### config.mk
export PLATFORM = sky130hd
export DESIGN_NAME = out_uart_tx_flat
export DESIGN_NICKNAME = d
export VERILOG_FILES = /design/src/rtl/uart_pkg.sv /design/src/rtl/out_uart_tx_if.sv /design/src/rtl/sync_fifo.sv /design/src/rtl/out_uart_tx.sv /design/src/flat_wrapper.sv
export SDC_FILE = /design/constraint.sdc
export NUM_CORES = 1
export LEC_CHECK = 0
export CAP_MARGIN = 25
export CORE_MARGIN = 3
export CORE_UTILIZATION = 35
export CTS_BUF_LIST = sky130_fd_sc_hd__clkbuf_8
export DETAILED_ROUTE_END_ITERATION = 12
export SLEW_MARGIN = 20
export SYNTH_ARGS = -nofsm -noshare
export SYNTH_HDL_FRONTEND = slang
export SYNTH_SLANG_ARGS = --single-unit
### constraint.sdc
create_clock -name clk_i -period 4.1 [get_ports clk_i]
set_input_delay 0.82 -clock clk_i [delete_from_list [all_inputs] [get_ports clk_i]]
set_output_delay 0.82 -clock clk_i [all_outputs]
set_load 0.02 [all_outputs]
### src/rtl/uart_pkg.sv
`default_nettype none
// ============================================================================
//  Module      : uart_pkg
//  Description : Shared UART definitions: FSM state encoding used by both the
//                transmit and receive sides, ASCII constants and the
//                hex-nibble-to-ASCII character map.
//  Revision    : 1.0 - initial release
// ============================================================================
package uart_pkg;

  // Frame FSM encoding, shared with uart_rx
  localparam logic [1:0] IDLE  = 2'd0;
  localparam logic [1:0] START = 2'd1;
  localparam logic [1:0] DATA  = 2'd2;
  localparam logic [1:0] STOP  = 2'd3;

  localparam logic [7:0] ASCII_ZERO       = 8'h30;
  localparam logic [7:0] ASCII_A_MINUS_10 = 8'h37;

  // Map a zero-extended value 0..15 onto '0'..'9','A'..'F'
  function automatic logic [7:0] hex_to_ascii(input logic [7:0] n);
    return (n < 8'd10) ? (ASCII_ZERO + n) : (ASCII_A_MINUS_10 + n);
  endfunction

endpackage
`default_nettype wire

### src/rtl/out_uart_tx_if.sv
`default_nettype none
// ============================================================================
//  Module      : out_uart_tx_if
//  Description : Bundle between the CPU OUT register side and the UART
//                transmitter: push strobe/data in, serial line and status out.
//  Revision    : 1.0 - initial release
// ============================================================================
interface out_uart_tx_if #(
  parameter int REGISTER_WIDTH = 4
);

  logic [REGISTER_WIDTH-1:0] data_i;
  logic                      data_valid_strb_i;
  logic                      tx_o;
  logic                      busy_o;
  logic                      fifo_full_o;
  logic                      overflow_o;

  // CPU side: produces OUT values, observes line and status
  modport master (
    output data_i,
    output data_valid_strb_i,
    input  tx_o,
    input  busy_o,
    input  fifo_full_o,
    input  overflow_o
  );

  // Transmitter side
  modport slave (
    input  data_i,
    input  data_valid_strb_i,
    output tx_o,
    output busy_o,
    output fifo_full_o,
    output overflow_o
  );

endinterface
`default_nettype wire

### src/rtl/sync_fifo.sv
`default_nettype none
// ============================================================================
//  Module      : sync_fifo
//  Description : Single-clock FIFO with wrapping pointers and an occupancy
//                counter. dout is the entry at the read pointer (show-ahead),
//                so a pop consumes the value visible in the same cycle.
//  Revision    : 1.0 - initial release
// ============================================================================
module sync_fifo #(
  parameter int WIDTH      = 4,
  parameter int DEPTH      = 8,
  parameter int ADDR_WIDTH = 3
) (
  input  wire              clk_i,
  input  wire              reset_i,
  input  wire              push,
  input  wire              pop,
  input  wire  [WIDTH-1:0] din,
  output logic [WIDTH-1:0] dout,
  output logic             full,
  output logic             empty
);

  localparam logic [ADDR_WIDTH:0] C_DEPTH = (ADDR_WIDTH+1)'(DEPTH);

  logic [WIDTH-1:0]      r_mem [DEPTH];
  logic [ADDR_WIDTH-1:0] r_wr_ptr;
  logic [ADDR_WIDTH-1:0] r_rd_ptr;
  logic [ADDR_WIDTH:0]   r_count;
  logic                  w_wr_en;
  logic                  w_rd_en;

  assign full  = (r_count == C_DEPTH);
  assign empty = (r_count == '0);
  assign dout  = r_mem[r_rd_ptr];

  // A pop on the same edge frees a slot, so a push while full still lands
  assign w_rd_en = pop & ~empty;
  assign w_wr_en = push & (~full | w_rd_en);

  // Storage array; contents are don't-care until written, so no reset
  always_ff @(posedge clk_i) begin
    if (w_wr_en) begin
      r_mem[r_wr_ptr] <= din;
    end
  end

  // Pointers wrap naturally at DEPTH (power of two); count tracks occupancy
  always_ff @(posedge clk_i or negedge reset_i) begin
    if (!reset_i) begin
      r_wr_ptr <= '0;
      r_rd_ptr <= '0;
      r_count  <= '0;
    end else begin
      if (w_wr_en) begin
        r_wr_ptr <= r_wr_ptr + ADDR_WIDTH'(1);
      end
      if (w_rd_en) begin
        r_rd_ptr <= r_rd_ptr + ADDR_WIDTH'(1);
      end
      case ({w_wr_en, w_rd_en})
        2'b10:   r_count <= r_count + (ADDR_WIDTH+1)'(1);
        2'b01:   r_count <= r_count - (ADDR_WIDTH+1)'(1);
        default: r_count <= r_count;
      endcase
    end
  end

endmodule
`default_nettype wire

### src/rtl/out_uart_tx.sv
`default_nettype none
// ============================================================================
//  Module      : out_uart_tx
//  Description : Queues CPU OUT nibbles, converts each to an ASCII hex
//                character and transmits it as a UART 8N1 frame, LSB first.
//                A FIFO absorbs bursts faster than the line rate.
//  Revision    : 1.0 - initial release
// ============================================================================
module out_uart_tx
  import uart_pkg::*;
#(
  parameter int REGISTER_WIDTH             = 4,
  parameter int UART_DATA_LENGTH           = 8,
  parameter int BAUD_COUNTS_PER_BIT        = 521,
  parameter int BAUD_RATE_COUNTER_BITWIDTH = 10,
  parameter int TX_COUNTER_BITWIDTH        = 3,
  parameter int FIFO_DEPTH                 = 8,
  parameter int FIFO_ADDR_WIDTH            = 3
) (
  input  wire          clk_i,
  input  wire          reset_i,
  out_uart_tx_if.slave bus
);

  localparam logic [BAUD_RATE_COUNTER_BITWIDTH-1:0] C_BAUD_LAST =
    BAUD_RATE_COUNTER_BITWIDTH'(BAUD_COUNTS_PER_BIT - 1);
  localparam logic [TX_COUNTER_BITWIDTH-1:0] C_BIT_LAST =
    TX_COUNTER_BITWIDTH'(UART_DATA_LENGTH - 1);

  logic [1:0]                            r_state;
  logic [1:0]                            w_state_next;
  logic [BAUD_RATE_COUNTER_BITWIDTH-1:0] r_baud_cnt;
  logic [TX_COUNTER_BITWIDTH-1:0]        r_bit_idx;
  logic [UART_DATA_LENGTH-1:0]           r_shift;
  logic                                  r_tx;
  logic                                  r_overflow;

  logic [REGISTER_WIDTH-1:0]             w_fifo_dout;
  logic                                  w_fifo_full;
  logic                                  w_fifo_empty;
  logic                                  w_pop;
  logic                                  w_bit_end;
  logic                                  w_last_bit;
  logic                                  w_tx_next;
  logic                                  w_drop;
  logic [UART_DATA_LENGTH-1:0]           w_char;

  sync_fifo #(
    .WIDTH      (REGISTER_WIDTH),
    .DEPTH      (FIFO_DEPTH),
    .ADDR_WIDTH (FIFO_ADDR_WIDTH)
  ) u_fifo (
    .clk_i   (clk_i),
    .reset_i (reset_i),
    .push    (bus.data_valid_strb_i),
    .pop     (w_pop),
    .din     (bus.data_i),
    .dout    (w_fifo_dout),
    .full    (w_fifo_full),
    .empty   (w_fifo_empty)
  );

  assign w_char     = UART_DATA_LENGTH'(hex_to_ascii(8'(w_fifo_dout)));
  assign w_bit_end  = (r_baud_cnt == C_BAUD_LAST);
  assign w_last_bit = (r_bit_idx == C_BIT_LAST);
  // A push is lost only when the FIFO is full and nothing leaves this edge
  assign w_drop     = bus.data_valid_strb_i & w_fifo_full & ~w_pop;

  assign bus.tx_o        = r_tx;
  assign bus.busy_o      = (r_state != IDLE) | ~w_fifo_empty;
  assign bus.fifo_full_o = w_fifo_full;
  assign bus.overflow_o  = r_overflow;

  // FSM state register
  always_ff @(posedge clk_i or negedge reset_i) begin
    if (!reset_i) begin
      r_state <= IDLE;
    end else begin
      r_state <= w_state_next;
    end
  end

  // FSM next-state: each non-idle state lasts whole bit periods
  always_comb begin
    w_state_next = r_state;
    case (r_state)
      IDLE:    if (!w_fifo_empty)             w_state_next = START;
      START:   if (w_bit_end)                 w_state_next = DATA;
      DATA:    if (w_bit_end && w_last_bit)   w_state_next = STOP;
      STOP:    if (w_bit_end)                 w_state_next = IDLE;
      default:                                w_state_next = IDLE;
    endcase
  end

  // FSM outputs: FIFO pop and the line level for the next cycle
  always_comb begin
    w_pop     = 1'b0;
    w_tx_next = 1'b1;
    case (r_state)
      IDLE: begin
        w_pop     = ~w_fifo_empty;
        w_tx_next = w_fifo_empty;
      end
      START:   w_tx_next = w_bit_end ? r_shift[0] : 1'b0;
      // r_shift[1] is the bit that becomes shift[0] after this boundary
      DATA:    w_tx_next = w_bit_end ? (w_last_bit ? 1'b1 : r_shift[1]) : r_shift[0];
      STOP:    w_tx_next = 1'b1;
      default: w_tx_next = 1'b1;
    endcase
  end

  // Baud counter restarts at every bit boundary and is held at zero in IDLE
  always_ff @(posedge clk_i or negedge reset_i) begin
    if (!reset_i) begin
      r_baud_cnt <= '0;
    end else if (r_state == IDLE || w_bit_end) begin
      r_baud_cnt <= '0;
    end else begin
      r_baud_cnt <= r_baud_cnt + BAUD_RATE_COUNTER_BITWIDTH'(1);
    end
  end

  // Shift register and data-bit index
  always_ff @(posedge clk_i or negedge reset_i) begin
    if (!reset_i) begin
      r_shift   <= '0;
      r_bit_idx <= '0;
    end else begin
      case (r_state)
        IDLE: begin
          r_bit_idx <= '0;
          if (w_pop) begin
            r_shift <= w_char;
          end
        end
        START: begin
          if (w_bit_end) begin
            r_bit_idx <= '0;
          end
        end
        DATA: begin
          if (w_bit_end) begin
            r_shift   <= r_shift >> 1;
            r_bit_idx <= r_bit_idx + TX_COUNTER_BITWIDTH'(1);
          end
        end
        default: begin
          r_bit_idx <= r_bit_idx;
        end
      endcase
    end
  end

  // Registered line driver and sticky overflow flag
  always_ff @(posedge clk_i or negedge reset_i) begin
    if (!reset_i) begin
      r_tx       <= 1'b1;
      r_overflow <= 1'b0;
    end else begin
      r_tx <= w_tx_next;
      if (w_drop) begin
        r_overflow <= 1'b1;
      end
    end
  end

endmodule
`default_nettype wire

### src/flat_wrapper.sv
// flat-port wrapper written by rule: the top's interface ports become plain ports
module out_uart_tx_flat import uart_pkg::*;
#(
  parameter int REGISTER_WIDTH             = 4,
  parameter int UART_DATA_LENGTH           = 8,
  parameter int BAUD_COUNTS_PER_BIT        = 521,
  parameter int BAUD_RATE_COUNTER_BITWIDTH = 10,
  parameter int TX_COUNTER_BITWIDTH        = 3,
  parameter int FIFO_DEPTH                 = 8,
  parameter int FIFO_ADDR_WIDTH            = 3
)
  (clk_i, reset_i, bus_data_i, bus_data_valid_strb_i, bus_tx_o, bus_busy_o, bus_fifo_full_o, bus_overflow_o);
  out_uart_tx_if #(.REGISTER_WIDTH(REGISTER_WIDTH)) bus_i ();
  input  wire clk_i;
  input  wire reset_i;
  input wire logic [$bits(bus_i.data_i)-1:0] bus_data_i;
  input wire logic [$bits(bus_i.data_valid_strb_i)-1:0] bus_data_valid_strb_i;
  output wire logic [$bits(bus_i.tx_o)-1:0] bus_tx_o;
  output wire logic [$bits(bus_i.busy_o)-1:0] bus_busy_o;
  output wire logic [$bits(bus_i.fifo_full_o)-1:0] bus_fifo_full_o;
  output wire logic [$bits(bus_i.overflow_o)-1:0] bus_overflow_o;
  assign bus_i.data_i = bus_data_i;
  assign bus_i.data_valid_strb_i = bus_data_valid_strb_i;
  assign bus_tx_o = bus_i.tx_o;
  assign bus_busy_o = bus_i.busy_o;
  assign bus_fifo_full_o = bus_i.fifo_full_o;
  assign bus_overflow_o = bus_i.overflow_o;
  out_uart_tx #(.REGISTER_WIDTH(REGISTER_WIDTH), .UART_DATA_LENGTH(UART_DATA_LENGTH), .BAUD_COUNTS_PER_BIT(BAUD_COUNTS_PER_BIT), .BAUD_RATE_COUNTER_BITWIDTH(BAUD_RATE_COUNTER_BITWIDTH), .TX_COUNTER_BITWIDTH(TX_COUNTER_BITWIDTH), .FIFO_DEPTH(FIFO_DEPTH), .FIFO_ADDR_WIDTH(FIFO_ADDR_WIDTH)) u_core (.clk_i(clk_i), .reset_i(reset_i), .bus(bus_i));
endmodule
# Yosys cells after proc, flatten, opt, wreduce, memory -nomap -nowiden

Memories as Yosys holds them, arrays and structs flattened.
Index checks and enable logic that the tools add are counted.

Register bits after elaboration: 35
RAM bits: 32
Output and inout port bits: 4
Memories kept: 1

Add/sub/neg operators: 8
Order comparisons: 1
Equality and inequality tests: 14
Multiplexer cells: 21
Bitwise logic cells: 9
Reductions and logical operators: 11

Memory list:

| name                | depth | bits a word | read ports | clocked after memory_dff | wr ports | line            | source |
|---|---|---|---|---|---|---|---|
| u_core.u_fifo.r_mem | 8     | 4           | 1          | 0                        | 1        | sync_fifo.sv:26 | `logic [WIDTH-1:0] r_mem [DEPTH];` |

Operators with widths:

| operator                                                               | number |
|---|---|
| 8-bit two-way mux                                                      | 3 |
| 8-bit one-hot mux with 2 select lines                                  | 1 |
| 6-bit by 4-bit adder with 7-bit output (first input constant)          | 2 |
| 10-bit by 1-bit adder with 10-bit output (second input constant)       | 1 |
| 10-bit equality test (second input constant)                           | 1 |
| 10-bit two-way mux                                                     | 1 |
| 3-bit by 1-bit adder with 3-bit output (second input constant)         | 3 |
| 3-bit one-hot mux with 3 select lines                                  | 1 |
| 2-bit two-way mux                                                      | 4 |
| 2-bit by 1-bit != test with 1-bit output (second input constant)       | 4 |
| 2-bit one-hot mux with 4 select lines                                  | 1 |
| 4-bit one-hot mux with 2 select lines                                  | 1 |
| 2-bit equality test (second input constant)                            | 3 |
| 1-bit two-way mux                                                      | 6 |
| 3-bit two-way mux                                                      | 2 |
| 3-bit AND reduction                                                    | 2 |
| 2-bit nonzero test                                                     | 3 |
| 4-bit by 1-bit adder with 4-bit output (second input constant)         | 1 |
| 1-bit AND                                                              | 4 |
| 2-bit by 1-bit equality test with 1-bit output (second input constant) | 2 |
| 4-bit equality test (second input constant)                            | 1 |
| 4-bit zero test                                                        | 1 |
| 4-bit less-than comparator (second input constant)                     | 1 |
| 2-bit != test (second input constant)                                  | 2 |
| 10 further kinds                                                       | 13 |

# Longest topological paths before layout

Depth in word-level cells: 8
Depth in mapped cells: 9
Depth with buffers taken out: 9

# Cells and area by module

Synthesis repeated with hierarchy kept, for this count alone.

Cell total of the unflattened synthesis: 268
Area, all modules: 3370.7 sq um

By module, submodules not included:

| module      | times used | cells an instance | area an instance (sq um) | sequential area each (sq um) |
|---|---|---|---|---|
| sync_fifo   | 1          | 129               | 1956.9                   | 1211.2 |
| out_uart_tx | 1          | 139               | 1413.9                   | 601.8 |

# Worst setup path before layout

No wires, ideal clock.

Path type: reg2reg
Start point: reg u_core.u_fifo.r_rd_ptr[0]
End point: reg u_core.r_shift[6]
Arrival: 1.947 ns
Setup slack: 2.028 ns
Cell stages (with the launch flop): 8
Period minus slack after synthesis: 2.072 ns
Cell sequence: dfrtp_1 buf_6 mux4_1 mux2i_1 ha_1 o21ai_1 and3_4 mux2_4

Longest elaborated chain between the ends: 5

Ends and longest elaborated chain:

| what                                                                                        | line               | source |
|---|---|---|
| start, declared                                                                             | sync_fifo.sv:28    | `logic [ADDR_WIDTH-1:0] r_rd_ptr;` |
| start signal, assigned                                                                      | sync_fifo.sv:59    | `r_rd_ptr <= r_rd_ptr + ADDR_WIDTH'(1);` |
| memory 8 x 4 bit (*)                                                                        | -                  |  |
| 6-bit by 4-bit adder with 7-bit output / 4-bit less-than comparator (equally long branches) | uart_pkg.sv:22     | `return (n < 8'd10) ? (ASCII_ZERO + n) : (ASCII_A_MINUS_10 + n);` |
| 8-bit two-way mux (*)                                                                       | uart_pkg.sv:22     |  |
| 8-bit two-way mux (*)                                                                       | out_uart_tx.sv:132 | `if (w_pop) begin` |
| 8-bit one-hot mux with 2 select lines (*)                                                   | out_uart_tx.sv:129 | `case (r_state)` |
| end signal, assigned                                                                        | out_uart_tx.sv:133 | `r_shift <= w_char;` |
| end signal, assigned                                                                        | out_uart_tx.sv:143 | `r_shift <= r_shift >> 1;` |
| end, declared                                                                               | out_uart_tx.sv:34  | `logic [UART_DATA_LENGTH-1:0] r_shift;` |

Mark *: on every way between the ends. The rest lies on a longest branch, timed or not. The select of a mux whose other input is x is not followed.
A chain may end at the register's enable or synchronous reset.

# Worst setup path after layout

Start point: reg u_core.r_state[0]
End point: out bus_busy_o

Longest elaborated chain between the ends: 2

Ends and longest elaborated chain:

| what                   | line               | source |
|---|---|---|
| start, declared        | out_uart_tx.sv:30  | `logic [1:0] r_state;` |
| start signal, assigned | out_uart_tx.sv:79  | `r_state <= w_state_next;` |
| 2-bit nonzero test     | out_uart_tx.sv:70  | `assign bus.busy_o = (r_state != IDLE) \| ~w_fifo_empty;` |
| 1-bit bitwise OR       | out_uart_tx.sv:70  |  |
| end, declared          | flat_wrapper.sv:19 | `output wire logic [$bits(bus_i.busy_o)-1:0] bus_busy_o;` |

Every way passes these cells.

==> metrics.yaml <==
critical_path:
  rr_worst_depth: 6
  r2r-start: "u_core.u_fifo.r_rd_ptr[0]$_DFFE_PN0N_"
  critPathKind: "register to output pin"
  startpoint_type: "register"
  slowest_stage: "clkdlybuf4s50_1"
  end_kind: "output pin"
  critPathMostFrequentCell: "inv_1"
  reg2reg_to: "u_core.r_shift[6]$_DFFE_PN0P_"
  r2r_setup_slack_ps: 1630
  cpPeakStageDelay_ps: 550
  cp_max_fo: 6
  cp.required_ps: 3280
  crit_arrival_ps: 2230
  crit_chain: "inv_1 > ha_1 > inv_1 > nor3_2 > inv_1 > clkdlybuf4s50_1"
drt:
  drc: 0
  vias_per_cell: 4.91
  vias: 1787
  first_iter_violations: 55
  met3WireLength_um: 149
  first_pass_iters: 4
  wl_met2_um: 2480
  top_layer_used: "met4"
  ant_nets: 0
  wl_met1_um: 2610
  drt-total-wl_um: 5310
  wire_per_inst_um: 14.6
logic_synthesis:
  synth_nets: 258
  yosysTopAreaCellShare_pct: 30.5
  synthArstFlopShare_pct: 51.5
  yosys-top-cells-area: "edfxtp_1 (31%), dfrtp_1 (26%), ha_1 (4.8%)"
  postSynthAreaPerCell_um2: 13.2
  yosys_warnings: 0
  yosysTopAreaCell: "edfxtp_1"
  yosysUniqueCellTypes: 52
  synth_edf_count: 32
  synth_cells: 239
  ys_ff_latch: 66
  synthesis.area_um2: 3150
  synthFlopType: "dfrtp_1"
  seq_area_frac_synth_pct: 57.6
power:
  p_leak_uw: 0.00135
  total_power_uw: 1660
  power_density_nw_per_um2: 471
  vdd_drop_max_mv: 0.184
cts:
  postCtsSetupRepairBufs: 0
  numCtsBuffers: 9
  clk_pin_slew_ps: 70
  clock_latency_ps: 330
  cts.hold.buffers_added: 0
  cts_tree: "built"
  ctsRootBufferMaster: "clkbuf_8"
  clockBufferDepth: 2
  cts_resized: 0
  cts.sinks: 66
  htreeDepth: 3
timing:
  maxSlewViolCount: 0
  fin_worst_skew_ps: 3.67
  worst_pin_slew_ps: 569
  finalSetupTns_ps: 0
  fmax_mhz: 328
  layout_worst_path_cycle_share_pct: 74.3
  rsz0062_at_grt: "false"
  worst_hold_slack_ps: 461
  slew_headroom_pct: 62.1
  setup_viol: 0
  finalCriticalPeriod_ps: 3050
  finalHoldViolations: 0
  setup_ws_ps: 1050
final_layout:
  final_common_cell: "dfrtp_1"
  drive_gt1_share_pct: 15.4
  final_nets: 273
  area_growth_pct: 11.8
  antenna_cells: 0
  final_cell_mix: "dfrtp_1 (33), edfxtp_1 (32), nor2_1 (30)"
  postLayoutCellArea_um2: 3520
place:
  portBuffers: 10
  dp_slack_ps: 1250
  post_dp_cell_area_um2: 3320
  dpl.hpwl_um: 3840
  gp_congestion: 0.812
floorplan:
  io_pins: 11
  rows: 33
  die_area_um2: 10200
  die_height_um: 101
  core_area_um2: 8460
  initial_utilization_pct: 37.2
  die_w_um: 101
flow_run:
  maxCapViolations: 0
grt:
  grt_pass1_vias: 1872
  grt_pass1_wl_um: 9370
  grt_max_degree: 35
  antenna_found_initial: 0
  grt_overflow_total: 0
  grt_usage_pct: 12.0
status:
  status: "finished, final reports clean"
hold_path:
  whs_endpoint: "u_core.bus.overflow_o$_DFFE_PN0P_"
  hold_depth: 1
  hp-class: "register to register"
  worstHoldStart: "u_core.bus.overflow_o$_DFFE_PN0P_"
## cell families after synthesis
group                    after synthesis  synth area share, %
AND/OR/NAND/NOR                       76                 11.9
flip-flops                            66                 57.6
AO/OA/AOI/OAI                         34                 7.47
multiplexers                          19                 10.8
XOR/XNOR                              16                 4.45
buffers and inverters                 16                 3.06
adder cells (fa/ha/maj)               12                 4.77
## through the flow
stage	utilization (%)	std cells
2_1_floorplan	-	239
6_report	41.6	364
5_1_grt	41.6	364
4_1_cts	41.6	364
3_3_place_gp	39.3	348
3_5_place_dp	39.3	348
## area by class of cell
class / instances / area [um2]
timing repair buffer: 11 / 108
clock buffer: 9 / 124
multi-input combinational: 157 / 1240
clock inverter: 7 / 70.1
inverter: 9 / 33.8
tap: 105 / 131
sequential: 66 / 1810
fill: 782 / 4950
## power breakdown
| part | switching [uW] | internal [uW] |
|---|---|---|
| clock network | 251 | 279 |
| logic | 138 | 127 |
| registers | 68.0 | 795 |
## synth_stat cells, types with 3 or more instances
cell type  instances
and3_1             4
o21ai_0            8
edfxtp_1          32
nor3_1             5
xor2_1             7
nand2b_1           4
a22oi_1            3
a21o_1             3
a21oi_1            4
nand3_1            3
dfrtp_1           33
inv_1              9
ha_1              12
nand2_1           16
xnor2_1            9
nor2_1            30
mux4_2             6
mux2_2             5
## metal layers
layer,vias to the layer above,global-route usage (%)
li1,895,-
met3,4,4.36
met4,0,3.73
met2,17,18.3
met1,871,16.0
met5,-,0
## worst max-delay path: cells and delay by family, from the launching register on
kind	cells	cell delay, ps
flip-flops	1	410
buffers and inverters	4	900
AND/OR/NAND/NOR	1	300
adder cells (fa/ha/maj)	1	290
## sequential cells by signal, summed over array words and instances (netlist names)
name                    flops
u_core.u_fifo.r_rd_ptr      3
u_core.bus.tx_o             1
u_core.u_fifo.r_wr_ptr      3
u_core.r_shift              7
u_core.r_bit_idx            3
u_core.r_baud_cnt          10
u_core.u_fifo.r_count       4
u_core.u_fifo.r_mem        32
u_core.r_state              2
u_core.bus.overflow_o       1
## worst max-delay path by stage
stage / slack (ps) / to / start / depth (start not counted)
6_report: 1050 / bus_busy_o / u_core.r_state[0]$_DFFE_PN0P_ / 6
5_1_grt: 860 / bus_busy_o / u_core.r_state[0]$_DFFE_PN0P_ / 6
3_5_place_dp: 1250 / u_core.u_fifo.r_mem[0][1]$_DFFE_PP_ / bus_data_valid_strb_i / 4
3_3_place_gp: 1300 / u_core.u_fifo.r_mem[0][1]$_DFFE_PP_ / bus_data_valid_strb_i / 4
2_1_floorplan: 2030 / u_core.r_shift[6]$_DFFE_PN0P_ / u_core.u_fifo.r_rd_ptr[0]$_DFFE_PN0N_ / 7
4_1_cts: 1020 / bus_busy_o / u_core.r_state[0]$_DFFE_PN0P_ / 6
Power figures use the tool's default switching activity.
